===== src/rtl/mdu_pkg.sv =====
// Shared definitions for the iterative multiply/divide unit: decoder func codes,
// FSM state encoding and the default operand width.
package mdu_pkg;

  localparam int WIDTH_DEF = 32;

  localparam logic [5:0] MULT  = 6'b011000;
  localparam logic [5:0] MULTU = 6'b011001;
  localparam logic [5:0] DIV   = 6'b011010;
  localparam logic [5:0] DIVU  = 6'b011011;

  typedef enum logic [1:0] {
    IDLE = 2'd0,
    CALC = 2'd1,
    FIX  = 2'd2
  } mdu_state_e;

  function automatic logic op_valid(input logic [5:0] op);
    return (op == MULT) || (op == MULTU) || (op == DIV) || (op == DIVU);
  endfunction

  // Within the four valid codes, bit 1 selects divide and bit 0 selects unsigned.
  function automatic logic op_is_div(input logic [5:0] op);
    return op[1];
  endfunction

  function automatic logic op_is_signed(input logic [5:0] op);
    return ~op[0];
  endfunction

endpackage


===== src/rtl/mdu_sign_fix.sv =====
// Conditional two's-complement negate; used for operand magnitudes and result sign fix.
module mdu_sign_fix #(
  parameter int WIDTH = 32
) (
  input  logic [WIDTH-1:0] val,
  input  logic             neg,
  output logic [WIDTH-1:0] res
);

  assign res = neg ? (~val + WIDTH'(1)) : val;

endmodule


===== src/rtl/mdu_iter.sv =====
// Iterative MULT/MULTU/DIV/DIVU unit: one shift-add or restoring-divide step per
// cycle on unsigned magnitudes, then a single sign-correction cycle into HI/LO.
module mdu_iter
  import mdu_pkg::*;
#(
  parameter int WIDTH = WIDTH_DEF,
  parameter int CNT_W = 6
) (
  input  logic             clk,
  input  logic             rst_n,
  input  logic             start,
  input  logic [5:0]       alu_op,
  input  logic [WIDTH-1:0] op_a,
  input  logic [WIDTH-1:0] op_b,
  input  logic             flush,
  output logic             busy,
  output logic             done,
  output logic [WIDTH-1:0] hi,
  output logic [WIDTH-1:0] lo
);

  mdu_state_e         state;
  logic [CNT_W-1:0]   cnt;
  logic [2*WIDTH-1:0] acc;
  logic [WIDTH-1:0]   opnd;
  logic               is_div;
  logic               neg_lo;
  logic               neg_hi;

  logic               accept;
  logic               sgn_op;
  logic [WIDTH-1:0]   mag_a;
  logic [WIDTH-1:0]   mag_b;
  logic [2*WIDTH-1:0] prod_fixed;
  logic [WIDTH-1:0]   quo_fixed;
  logic [WIDTH-1:0]   rem_fixed;

  // acc = {partial product high, multiplier bits still to consume}
  function automatic logic [2*WIDTH-1:0] mul_step(input logic [2*WIDTH-1:0] a,
                                                  input logic [WIDTH-1:0]   m);
    logic [WIDTH:0] sum;
    sum = {1'b0, a[2*WIDTH-1:WIDTH]} + (a[0] ? {1'b0, m} : '0);
    return {sum, a[WIDTH-1:1]};
  endfunction

  // acc = {partial remainder, dividend bits still to consume / quotient bits so far}
  function automatic logic [2*WIDTH-1:0] div_step(input logic [2*WIDTH-1:0] a,
                                                  input logic [WIDTH-1:0]   d);
    logic [WIDTH:0] rem_sh;
    logic [WIDTH:0] diff;
    rem_sh = {a[2*WIDTH-1:WIDTH], a[WIDTH-1]};
    diff   = rem_sh - {1'b0, d};
    if (!diff[WIDTH]) return {diff[WIDTH-1:0], a[WIDTH-2:0], 1'b1};
    else              return {rem_sh[WIDTH-1:0], a[WIDTH-2:0], 1'b0};
  endfunction

  assign accept = (state == IDLE) && start && !flush && op_valid(alu_op);
  assign sgn_op = op_is_signed(alu_op);
  assign busy   = (state != IDLE);

  mdu_sign_fix #(.WIDTH(WIDTH)) u_mag_a (
    .val(op_a), .neg(sgn_op & op_a[WIDTH-1]), .res(mag_a)
  );

  mdu_sign_fix #(.WIDTH(WIDTH)) u_mag_b (
    .val(op_b), .neg(sgn_op & op_b[WIDTH-1]), .res(mag_b)
  );

  mdu_sign_fix #(.WIDTH(2*WIDTH)) u_fix_prod (
    .val(acc), .neg(neg_lo), .res(prod_fixed)
  );

  mdu_sign_fix #(.WIDTH(WIDTH)) u_fix_quo (
    .val(acc[WIDTH-1:0]), .neg(neg_lo), .res(quo_fixed)
  );

  mdu_sign_fix #(.WIDTH(WIDTH)) u_fix_rem (
    .val(acc[2*WIDTH-1:WIDTH]), .neg(neg_hi), .res(rem_fixed)
  );

  // Accept: latch magnitudes and result sign flags
  always_ff @(posedge clk) begin
    if (accept) begin
      is_div <= op_is_div(alu_op);
      opnd   <= op_is_div(alu_op) ? mag_b : mag_a;
      acc    <= {{WIDTH{1'b0}}, (op_is_div(alu_op) ? mag_a : mag_b)};
      neg_lo <= sgn_op & (op_a[WIDTH-1] ^ op_b[WIDTH-1]);
      neg_hi <= op_is_div(alu_op) ? (sgn_op & op_a[WIDTH-1])
                                  : (sgn_op & (op_a[WIDTH-1] ^ op_b[WIDTH-1]));
    end else if (state == CALC) begin
      acc <= is_div ? div_step(acc, opnd) : mul_step(acc, opnd);
    end
  end

  // Control FSM and architectural HI/LO
  always_ff @(posedge clk or negedge rst_n) begin
    if (!rst_n) begin
      state <= IDLE;
      cnt   <= '0;
      done  <= 1'b0;
      hi    <= '0;
      lo    <= '0;
    end else begin
      done <= 1'b0;
      case (state)
        IDLE: begin
          if (accept) begin
            state <= CALC;
            cnt   <= '0;
          end
        end
        CALC: begin
          if (flush) begin
            state <= IDLE;
            cnt   <= '0;
          end else if (cnt == CNT_W'(WIDTH-1)) begin
            state <= FIX;
            cnt   <= '0;
          end else begin
            cnt <= cnt + CNT_W'(1);
          end
        end
        FIX: begin
          state <= IDLE;
          if (!flush) begin
            done <= 1'b1;
            if (is_div) begin
              hi <= rem_fixed;
              lo <= quo_fixed;
            end else begin
              hi <= prod_fixed[2*WIDTH-1:WIDTH];
              lo <= prod_fixed[WIDTH-1:0];
            end
          end
        end
        default: state <= IDLE;
      endcase
    end
  end

endmodule

===== config.mk =====
export PLATFORM = sky130hd
export DESIGN_NAME = mdu_iter
export DESIGN_NICKNAME = d
export VERILOG_FILES = /design/src/rtl/mdu_pkg.sv /design/src/rtl/mdu_sign_fix.sv /design/src/rtl/mdu_iter.sv
export SDC_FILE = /design/constraint.sdc
export NUM_CORES = 1
export LEC_CHECK = 0
export BUFFER_PORTS_ARGS = -buffer_cell sky130_fd_sc_hd__buf_2
export CORE_ASPECT_RATIO = 0.5
export CORE_UTILIZATION = 62
export DETAILED_ROUTE_END_ITERATION = 6
export PLACE_DENSITY_LB_ADDON = 0.15
export SYNTH_ARGS = -nofsm -noshare
export SYNTH_HDL_FRONTEND = slang
export SYNTH_HIERARCHICAL = 1
export SYNTH_SLANG_ARGS = --single-unit

===== constraint.sdc =====
create_clock -name clk -period 4.68 [get_ports clk]
set_input_delay 0.936 -clock clk [delete_from_list [all_inputs] [get_ports clk]]
set_output_delay 0.936 -clock clk [all_outputs]
set_load 0.01 [all_outputs]

# [Word level (Yosys, flattened, before mapping)]
# Cells that the tools add are included.
[classes] n_addsub=8 n_mul=0 div=0 order_cmp=0 eq_ne=9 n_shift=0 muxes=25 bitwise_logic=11 reduce_logical=14
[op_table] operator="$mux W32" count=11
[op_table] operator="$mux W64" count=3
[op_table] operator="$add A32 B1 Y32 const B" count=4
[op_table] operator="$not A32 Y32" count=4
[op_table] operator="$add A64 B1 Y64 const B" count=1
[op_table] operator="$not A64 Y64" count=1
[op_table] operator="$add A32 B32 Y33" count=1
[op_table] operator="$sub A33 B32 Y33" count=1
[op_table] operator="$eq A6 B5 Y1 const B" count=5
[op_table] operator="$mux W6" count=3
[op_table] operator="$pmux W6 S2" count=1
[op_table] operator="$add A6 B1 Y6 const B" count=1
[op_table] operator="$mux W2" count=3
[op_table] operator="$reduce_and A2 Y1" count=3
[op_table] operator="$reduce_bool A2 Y1" count=3
[op_table] operator="$pmux W2 S2" count=1
[op_table] operator="$and A1 B1 Y1" count=3
[op_table] operator="$logic_and A1 B1 Y1" count=3
[op_table] operator="$logic_or A1 B1 Y1" count=3
[op_table] operator="$mux W1" count=3
[op_table] operator="$ne A3 B2 Y1 const B" count=1
[op_table] operator="$eq A2 B1 Y1 const B" count=1
[op_table] operator="$eq A2 B2 Y1 const B" count=1
[op_table] operator="$logic_not A2 Y1" count=1
[op_table] operator="4 further kinds" count=5
[totals] ff_bits=172 latchBits=0 mem_bits_rw=0 mem_bits_ro=0 in_bits=74 mem_count=0

# [Longest topological paths before layout]
# Gate-level depths: netlist (run 1).
[depth] depth_word=7 depth_mapped=14 mapped_depth_nobuf=12

# [Cells and area by module]
# Netlist (run 1), hierarchy kept.
[by_module_without_submodules] module="mdu_iter" instances=1 cells_per_inst=1320 area_each_um2=12185.4 seq_area_each_um2=4479.3
[by_module_without_submodules] module="mdu_sign_fix (u_fix_quo ...)" instances=4 cells_per_inst=99 area_each_um2=777.0 seq_area_each_um2=0.0
[by_module_without_submodules] module="mdu_sign_fix (u_fix_prod)" instances=1 cells_per_inst=206 area_each_um2=1649.1 seq_area_each_um2=0.0

# [Worst setup path after synthesis (run 1)]
# Ideal clock, no wire load.
[synth_path] path_type="input -> register" start="input port alu_op[2]" end="register acc[0], enable pin" arrival_time_ns=3.425 required_ns=4.293 slack_ns=0.868 path_stages=6 path_cell_list="nor4b_1 > nand4_1 > inv_1 > nor2_1 > clkbuf_1 > inv_1"
[synth_between] elab_chain_len=6 word_cells_on_any_way=9 classes_between="eq/ne (4); reduce/logical (5)"
[synth_rtl] item="start: declaration" line_no="mdu_iter.sv:12" source="input logic [5:0] alu_op,"
[synth_rtl] item="$eq A6 B5 Y1" line_no="mdu_pkg.sv:19" source="return (op == MULT) || (op == MULTU) || (op == DIV) || (op == DIVU);"
[synth_rtl] item="$logic_or A1 B1 Y1 (2 in a row)" line_no="mdu_pkg.sv:19"
[synth_rtl] item="$logic_or A1 B1 Y1 *" line_no="mdu_pkg.sv:19"
[synth_rtl] item="$logic_and A1 B1 Y1 *" line_no="mdu_iter.sv:57" source="assign accept = (state == IDLE) && start && !flush && op_valid(alu_op);"
[synth_rtl] item="net accept" line_no="mdu_iter.sv:30" source="logic accept;"
[synth_rtl] item="$reduce_bool A2 Y1 (no line) *"
[synth_rtl] item="end signal: assignment" line_no="mdu_iter.sv:86" source="acc <= {{WIDTH{1'b0}}, (op_is_div(alu_op) ? mag_a : mag_b)};"
[synth_rtl] item="end signal: assignment" line_no="mdu_iter.sv:91" source="acc <= is_div ? div_step(acc, opnd) : mul_step(acc, opnd);"
[synth_rtl] item="end: declaration" line_no="mdu_iter.sv:24" source="logic [2*WIDTH-1:0] acc;"
# Mark *: on every way through the listed nets, which the timed path passes. The rest lies on a longest branch.
# A chain may end at the register's enable or synchronous reset.

# [Worst setup path in the final report (run 1)]
[layout_path] start="register acc[0]" end="register acc[57]"
[layout_between] elab_chain_len=3
[layout_rtl] item="$mux W32" line_no="mdu_iter.sv:42" source="sum = {1'b0, a[2*WIDTH-1:WIDTH]} + (a[0] ? {1'b0, m} : '0);"
[layout_rtl] item="$add A32 B32 Y33" line_no="mdu_iter.sv:42"
[layout_rtl] item="$mux W64" line_no="mdu_iter.sv:91"
# Every way passes these cells.

==> metrics.md, run 1 <==
| Metric | Value |
|---|---|
| Outcome | `finished clean` |
| Area contributors post-synth | `edfxtp_1 12%, xnor2_1 11%, dfrtp_1 11%` |
| Clock Skew | `0.01229 ns` |
| Crit. End Element | `flip-flop` |
| I/O pin count | `140` |
| Max FO, Critical Path | `5` |
| DRC viols | `0` |
| Startpoint Class | `flip-flop` |
| Critical path class | `reg -> reg` |
| Post-synth top flop | `dfrtp_1` |
| Post-CTS Resized | `0` |
| Root Driver | `clkbuf_16` |
| Final wirelength | `48120 um` |
| Share of layout cells above drive strength 1 | `16.66%` |
| Power Density | `364.5 nW/um2` |
| Initial antenna violation count | `1` |
| Max clock buf depth | `2` |
| Cts bufs inserted | `17` |
| Post-DR vias/cell | `6.536` |
| Average routed wire per standard cell | `20.36 um` |
| Vias in the first global route | `13820` |
| Slew Limit Fails | `0` |
| Mapped Area | `16940 um2` |
| Most common cell after layout, fill and taps aside | `xnor2_1` |
| Leakage | `7.467 nW` |
| Antenna diodes | `0` |
| Post-route ant nets | `0` |
| Final setup vio count | `0` |
| RePlAce Congestion | `0.9918` |
| Initial Utilization | `63.59%` |
| Sink Count | `172` |
| CP Data Required Time | `5.02 ns` |
| RR Endpoint | `acc[57]` |
| Crit path time final | `3.610 ns` |
| Max VDD drop | `0.3299 mV` |
| Number of detailed-route iterations in the first pass | `6` |
| Fillers | `2213` |
| Clock Pin Slew Worst Setup and Hold Paths | `0.07 ns` |
| Row cnt | `42` |
| Final WS setup | `1.070 ns` |
| First-pass GRT wire length | `75770 um` |
| #FFs+latches synth | `172` |
| Hold bufs inserted after CTS | `0` |
| Fin crit share | `77.13%` |
| Gate Count Post-Synth | `1922` |
| Vias | `15440` |
| Worst Max-Slew Pin Slew | `1.096 ns` |
| Asr flop ratio synth | `42.44%` |
| Worst reg2reg path depth | `12` |
| RSZ-0062 raised after global routing | `no` |
| Worst setup endpoint | `acc[57]` |
| Unique masters post-synth | `98` |
| CTS tree | `done` |
| Die area | `28030 um2` |
| IO Port Bufs | `139` |
| CP arrival | `3.95 ns` |
| R2R Setup Slk | `1.07 ns` |
| Largest net degree at the start of global routing | `134` |
| Synthesized area per cell | `8.815 um2` |
| Die height | `118.9 um` |
| CP Launch Point | `acc[0]` |
| Worst-Skew Late Latency | `0.46 ns` |
| Die Span X | `235.8 um` |
| Post-synth EDFFs | `67` |
| Remaining Overflow, GRT | `0` |
| Final setup TNS | `0 ns` |
| Post-CTS setup buffers | `0` |
| Fin. Hold Viols | `0` |
| Fmax | `0.2770 GHz` |
| HPWL after DPL | `35990 um` |
| Synth top area share | `11.88%` |
| Number of max-cap violations | `0` |
| HP Class | `in -> async` |
| Sequential-to-total area share from yosys stat | `26.44%` |
| Gr usage total | `34.22%` |
| Rel. slew slack | `26.96%` |
| Synth area leader | `edfxtp_1` |
| Pre-CTS WS | `1.160 ns` |
| Drt first-iter violations | `1698` |
| Nets | `2144` |
| FF-to-FF Start | `acc[0]` |
| Core Area | `26640 um2` |
| Area Growth Syn to Fin | `8.596%` |
| Ys Warns | `6` |
| Net Count, Synth | `2068` |
| Most frequent cells in the layout | `213 x xnor2_1, 176 x a21oi_1, 138 x buf_2` |
| H-tree Lvls | `4` |
[logic make-up (layout without fill, tap and decap cells)]
| group | Yosys count | in the layout | share of synthesized area [%] |
|---|---|---|---|
| flops | 172 | 172 | 26.44 |
| xor+xnor | 237 | 237 | 12.25 |
| mux | 153 | 153 | 9.482 |
| compound gates | 587 | 587 | 23.60 |
| fa+ha+maj | 72 | 72 | 5.406 |
| buf+inv | 159 | 248 | 3.929 |
| simple gates | 542 | 542 | 18.90 |
[cell usage after synthesis (all sizes together), types with 32 or more instances]
cell and number:
o21ai 126, dfrtp 73, nand2 114, o31ai 64, nand3 32, nor2b 43, a211oi 41, edfxtp 67
inv 57, mux2i 108, nor2 125, o41ai 54, a21oi 178, ha 70, mux2 45, and2 37
clkbuf 72, xnor2 213, dfxtp 32
[stage by stage]
stage	power [mW]	area (um2)	std cells	util, %	hold slack, ns
final	6.706	18400	2363	69.06	0.3925
after global routing	7.093	18400	2363	69.06	0.4159
after CTS	6.642	18400	2363	69.06	0.3975
after detailed placement	5.221	17820	2331	66.87	0.5011
after global placement	5.198	17820	2331	66.87	0.4924
after floorplan	4.469	16940	1922	-	0.4637
[final cells by class]
class	count	area [um2]	area share [%]
Inverter	57	214.0	1.163
Timing Repair Buffer	159	873.3	4.747
Clock buffer	23	509.2	2.768
Clock inverter	9	72.57	0.3944
Tap cell	352	440.4	2.394
Sequential cell	172	4479	24.35
Multi-Input combinational cell	1591	11810	64.19
[power by group]
group / total (mW) / internal [mW] / switching [mW] / leakage, nW
Sequential: 2.19 / 1.70 / 0.492 / 1.89
Combinational: 3.10 / 1.39 / 1.71 / 5.29
Clock: 1.42 / 0.776 / 0.641 / 0.284
[worst min path at each step]
stage / to
5_1_grt: cnt[4]
2_1_floorplan: cnt[2]
6_report: cnt[4]
4_1_cts: cnt[5]
3_5_place_dp: cnt[2]
3_3_place_gp: cnt[2]
[critical path, cell delays in order, from the launching register on]
cell and delay, ns:
edfxtp_1 0.44, and2_1 0.17, ha_1 0.21, fa_1 0.43, a211oi_1 0.37, o21ai_1 0.24
a2111oi_4 0.52, o21ai_1 0.18, a32oi_1 0.28, o21ai_0 0.16, xnor2_1 0.14, o21ai_0 0.09
a32o_1 0.28
[per-layer routing]
metal  vias up  wire length, um  part of all wire (%)  GRT usage (%)
met5         -               13                 0.027              0
met4         2              639                   1.3          7.721
met3        63             3972                   8.3          4.961
met2       647            21650                    45          54.27
met1      7404            21840                    45          49.33
li1       7328                -                     -              -
[sequential cells by signal, summed over array words and instances (netlist names)]
name,count
acc,64
hi,32
lo,32
opnd,32
cnt,6
state,2
done,1
is_div,1
neg_hi,1
neg_lo,1
No activity file was read; power rests on OpenSTA's default activity.
==> run 2, diff against run 1 <==
--- a/config.mk
+++ b/config.mk
@@ -7,7 +7,7 @@
 export LEC_CHECK = 0
 export BUFFER_PORTS_ARGS = -buffer_cell sky130_fd_sc_hd__buf_2
 export CORE_ASPECT_RATIO = 0.5
-export CORE_UTILIZATION = 62
+export CORE_UTILIZATION = 56
 export DETAILED_ROUTE_END_ITERATION = 6
 export PLACE_DENSITY_LB_ADDON = 0.15
 export SYNTH_ARGS = -nofsm -noshare
==> constraint.sdc (replaced) <==
create_clock -name clk -period 3 [get_ports clk]
set_input_delay 0.6 -clock clk [delete_from_list [all_inputs] [get_ports clk]]
set_output_delay 0.6 -clock clk [all_outputs]
set_load 0.01 [all_outputs]
==> metrics.md, run 2 (synthesis results as in run 1) <==
| Metric | Value |
|---|---|
| Outcome | `complete, but fails checks` |
| Failing checks | `negative setup slack` |
| Share of layout cells above drive strength 1 | `29.75%` |
| Slowest cell on crit path | `edfxtp_1` |
| CP arrival | `3.46 ns` |
| Final WS setup | `-0.1079 ns` |
| Cell chain of the critical path | `and2_4, ha_4, fa_2, a211oi_4, o21ai_2, a2111oi_4, buf_4, o21ai_2, a32oi_2, o21bai_1, xnor2_1, a221oi_2` |
| RSZ-0062 raised after global routing | `yes` |
| Vias in the first global route | `15240` |
| Core Area | `29340 um2` |
| IO Port Bufs | `139` |
| Fillers | `2301` |
| Fin. Hold Viols | `0` |
| Worst-Skew Late Latency | `0.46 ns` |
| Die Span X | `248.0 um` |
| Hold WS | `0.1279 ns` |
| Number of max-cap violations | `0` |
| CP delay by family, top | `compound AO/OA/AOI/OAI gates` |
| Antenna diodes | `0` |
| Leakage | `8.677 nW` |
| Number of detailed-route iterations in the first pass | `6` |
| Crit path time final | `3.108 ns` |
| Average routed wire per standard cell | `20.25 um` |
| CP Data Required Time | `3.35 ns` |
| Clock Skew | `0.01259 ns` |
| Most used cell along the critical path | `o21ai_2` |
| Sink Count | `172` |
| HP Class | `in -> async` |
| DRC viols | `0` |
| Final wirelength | `53180 um` |
| Initial Utilization | `57.74%` |
| Initial antenna violation count | `1` |
| Root Driver | `clkbuf_16` |
| Cts bufs inserted | `17` |
| Largest Register | `acc` |
| Post-DR vias/cell | `6.245` |
| Fin crit share | `103.6%` |
| I/O pin count | `140` |
| RePlAce Congestion | `0.9680` |
| Die height | `125.0 um` |
| Row cnt | `44` |
| H-tree Lvls | `4` |
| Die area | `31000 um2` |
| Gr usage total | `33.51%` |
| Worst path bufs/invs | `1` |
| Drt first-iter violations | `1681` |
| Worst Max-Slew Pin Slew | `0.9150 ns` |
| First-pass GRT wire length | `81410 um` |
| Fmax | `0.3218 GHz` |
| Max FFs per register | `64` |
| Hold bufs inserted after CTS | `0` |
| Critical path class | `reg -> reg` |
| Remaining Overflow, GRT | `0` |
| Area Growth Syn to Fin | `23.61%` |
| Crit. End Element | `flip-flop` |
| Most common cell after layout, fill and taps aside | `buf_4` |
| Max FO, Critical Path | `5` |
| Vias | `16400` |
| Max clock buf depth | `2` |
| Rel. slew slack | `39.00%` |
| Startpoint Class | `flip-flop` |
| Final setup vio count | `14` |
| CTS tree | `done` |
| R2R Setup Slk | `-0.11 ns` |
| Slew Limit Fails | `0` |
| Nets | `2368` |
| Largest net degree at the start of global routing | `97` |
| CP peak stage delay | `0.50 ns` |
| Max VDD drop | `0.5255 mV` |
| Pwr Total | `12.30 mW` |
| HPWL after DPL | `38980 um` |
| Power Density | `587.1 nW/um2` |
| Post-route ant nets | `0` |
| Clock Pin Slew Worst Setup and Hold Paths | `0.08 ns` |
| Most frequent cells in the layout | `226 x buf_4, 212 x xnor2_1, 162 x a21oi_1` |
## run 2: final timing paths
check | from | endpoint | cells past startpoint
max in group asynchronous | rst_n | state[1] | 2
hold / removal | rst_n | lo[10] | 2
setup / recovery | acc[0] | acc[59] | 12
min in group clk | cnt[2] | cnt[2] | 1
setup reg to reg | acc[0] | acc[59] | 12
hold reg to reg | cnt[2] | cnt[2] | 1
## run 2: what timing repair did
action / in CTS / in global routing
resized for setup: 38 / 102
gates cloned: 0 / 1
setup endpoints to repair: 17 / 33
setup buffers: 9 / 26
pin swaps: 17 / 43
## run 2: area by class of cell
class,instances,area [um2],share of cell area [%]
clock inverters,14,131.4,0.6273
repair buffers,383,2703,12.90
flip-flops and latches,172,4486,21.42
well taps,391,489.2,2.336
inverters,57,221.5,1.057
multi-input cells,1591,12480,59.61
clock buffers,18,429.2,2.049
## run 2: per-stage QoR
stage	instance area [um2]	setup slack, ns	utilization (%)	setup TNS (ns)	instances
after floorplan	16980	-0.06992	-	-0.1115	1922
after global placement	19410	-0.1619	66.14	-0.5723	2559
after detailed placement	19410	-0.2672	66.14	-1.388	2559
after CTS	20200	-0.08420	68.86	-0.3666	2600
after global routing	20940	-0.1942	71.37	-2.119	2626
final	20940	-0.1079	71.37	-0.5090	2626
## run 2: per-layer routing
metal,vias up,global-route usage [%],share of wire (%)
met5,-,0,0.021
met4,2,11.48,2.9
met3,103,6.312,8.1
met2,647,52.04,45
met1,7898,46.65,44
li1,7749,-,-
## run 2: worst reg2reg max path, delay by kind of cell, from the launching register on
kind / cells / cell delay (ns)
compound gates: 7 / 1.41
fa+ha+maj: 2 / 0.52
flops: 1 / 0.50
simple gates: 1 / 0.20
buf+inv: 1 / 0.19
xor+xnor: 1 / 0.18
## run 2: power breakdown
part	internal, mW	leakage, nW	total [mW]	switching, mW
Combinational	3.38	6.51	7.10	3.72
Sequential	2.65	1.89	2.97	0.312
Clock	1.16	0.273	2.23	1.07
==> run 3, diff against run 2 <==
--- a/config.mk
+++ b/config.mk
@@ -10,6 +10,7 @@
 export CORE_UTILIZATION = 56
 export DETAILED_ROUTE_END_ITERATION = 6
 export PLACE_DENSITY_LB_ADDON = 0.15
+export REMOVE_ABC_BUFFERS = 1
 export SYNTH_ARGS = -nofsm -noshare
 export SYNTH_HDL_FRONTEND = slang
 export SYNTH_HIERARCHICAL = 1
==> metrics.md, run 3 (synthesis results as in run 1) <==
| Metric | Value |
|---|---|
| Hold WS | `0.2550 ns` |
| IO Port Bufs | `139` |
| Share of layout cells above drive strength 1 | `31.41%` |
| HPWL after DPL | `38680 um` |
| Vias | `16560` |
| H-tree Lvls | `4` |
| Met3 global-route usage | `5.174%` |
| CP arrival | `3.49 ns` |
| Crit path time final | `3.140 ns` |
| Design Area, Final | `21280 um2` |
| Worst Max-Slew Pin Slew | `0.9142 ns` |
| Row cnt | `44` |
| Die height | `125.0 um` |
| HP Class | `in -> async` |
| Startpoint Class | `flip-flop` |
| RePlAce Congestion | `0.9959` |
| Slew Limit Fails | `0` |
| Largest net degree at the start of global routing | `130` |
| Most frequent cells in the layout | `248 x buf_4, 212 x xnor2_1, 158 x a21oi_1` |
| Rel. slew slack | `39.05%` |
| CP Data Required Time | `3.35 ns` |
| Sink Count | `172` |
| Antenna diodes | `0` |
| Die Span X | `248.0 um` |
| Power Density | `586.1 nW/um2` |
| Fin crit share | `104.7%` |
| Met1 usage | `45.89%` |
| Gr usage total | `33.10%` |
| Final setup vio count | `12` |
| Nets | `2387` |
| I/O pin count | `140` |
| Post-route ant nets | `0` |
| Initial Utilization | `57.74%` |
| Drt first-iter violations | `1563` |
| Leakage | `8.864 nW` |
| Largest Register | `acc` |
| Average routed wire per standard cell | `20.14 um` |
| Placed cell area | `19440 um2` |
| Fillers | `2250` |
| Fin. Hold Viols | `0` |
| FF/Latch Area | `4482 um2` |
| CTS tree | `done` |
| Routing usage on met2 | `52.45%` |
| Number of max-cap violations | `0` |
| Most common cell after layout, fill and taps aside | `buf_4` |
| Max clock buf depth | `2` |
| Core Area | `29340 um2` |
| Max VDD drop | `0.4996 mV` |
| DRC viols | `0` |
| GRT busiest layer | `met2` |
| Cts bufs inserted | `17` |
| Critical path class | `reg -> reg` |
| Max FFs per register | `64` |
| R2R Setup Slk | `-0.14 ns` |
| RSZ-0062 raised after global routing | `yes` |
| Failing checks | `negative setup slack` |
| First-pass GRT wire length | `80790 um` |
| Clock Pin Slew Worst Setup and Hold Paths | `0.07 ns` |
| Die area | `31000 um2` |
| Crit. End Element | `flip-flop` |
| Post-DR vias/cell | `6.262` |
| Max FO, Critical Path | `4` |
| Root Driver | `clkbuf_16` |
| Vias in the first global route | `15240` |
| Fmax | `0.3185 GHz` |
| Remaining Overflow, GRT | `0` |
| Clock Skew | `0.01386 ns` |
| Final WS setup | `-0.1399 ns` |
| Number of detailed-route iterations in the first pass | `6` |
| Initial antenna violation count | `1` |
| Multi-input gate area | `12740 um2` |
| Final wirelength | `53260 um` |
| Outcome | `complete, but fails checks` |
| Area Growth Syn to Fin | `25.60%` |
| Worst-Skew Late Latency | `0.47 ns` |
==> run 3: cell count changes in the layout (fill, tap and decap cells not counted), sizes merged <==
cell | before | now
buf | 382 | 401
bufinv | 1 | 0
clkbuf | 19 | 20
clkinv | 6 | 7
clkinvlp | 3 | 2
==> run 3: per-stage QoR <==
stage	TNS, ns	utilization, %	worst slack [ns]	total power [mW]	std cells
floorplan	-595.00	-	-5.139	6.884	1820
global placement	-2.439	66.25	-0.3246	9.132	2573
CTS	-0.02940	69.15	-0.01582	11.54	2612
detailed placement	-4.069	66.25	-0.3699	9.186	2573
global route	-1.857	72.52	-0.2523	13.16	2645
finish	-0.7011	72.52	-0.1399	12.47	2645
==> run 3: repair_timing <==
| action | CTS | global route |
|---|---|---|
| gates cloned | 0 | 1 |
| resized for setup | 49 | 137 |
| endpoints found under the setup margin | 34 | 36 |
| setup buffers | 7 | 32 |
| pin swaps | 22 | 55 |
| hold buffers | 0 | 0 |
==> run 3: final timing paths <==
path	from	to	depth (start not counted)
hold / removal	rst_n	hi[25]	1
min in group clk	cnt[2]	cnt[2]	1
hold reg to reg	cnt[2]	cnt[2]	1
setup reg to reg	opnd[1]	acc[57]	12
max in group asynchronous	rst_n	lo[10]	1
setup / recovery	opnd[1]	acc[57]	12
==> run 3: routing by layer <==
metal | share of wire (%) | vias to the layer above
met2 | 46 | 665
met1 | 43 | 7969
li1 | - | 7799
met4 | 3.2 | 0
met3 | 8.0 | 130
met5 | 0 | -
==> run 3: critical path, cell delays in order (launching register included) <==
cell	delay (ns)
edfxtp_1	0.42
buf_6	0.14
inv_1	0.05
ha_1	0.23
nor2b_4	0.13
o31a_1	0.32
o31a_1	0.33
a31o_4	0.26
a21o_1	0.21
a31oi_1	0.17
xor2_1	0.27
nand3_1	0.15
a32o_1	0.33
==> run 3: cell type report <==
type,instances,share of cell area [%]
Clock inverter,13,0.5233
Tap cell,391,2.299
Clock buffer,19,2.034
Inverter,57,1.005
Multi-Input combinational cell,1591,59.88
Timing Repair Buffer,402,13.19
Sequential cell,172,21.06
==> run 3: power breakdown <==
part / switching (mW) / leakage [nW] / internal, mW / total (mW)
Sequential: 0.272 / 1.89 / 2.65 / 2.92
Combinational: 3.87 / 6.71 / 3.54 / 7.41
Clock: 1.06 / 0.263 / 1.08 / 2.14
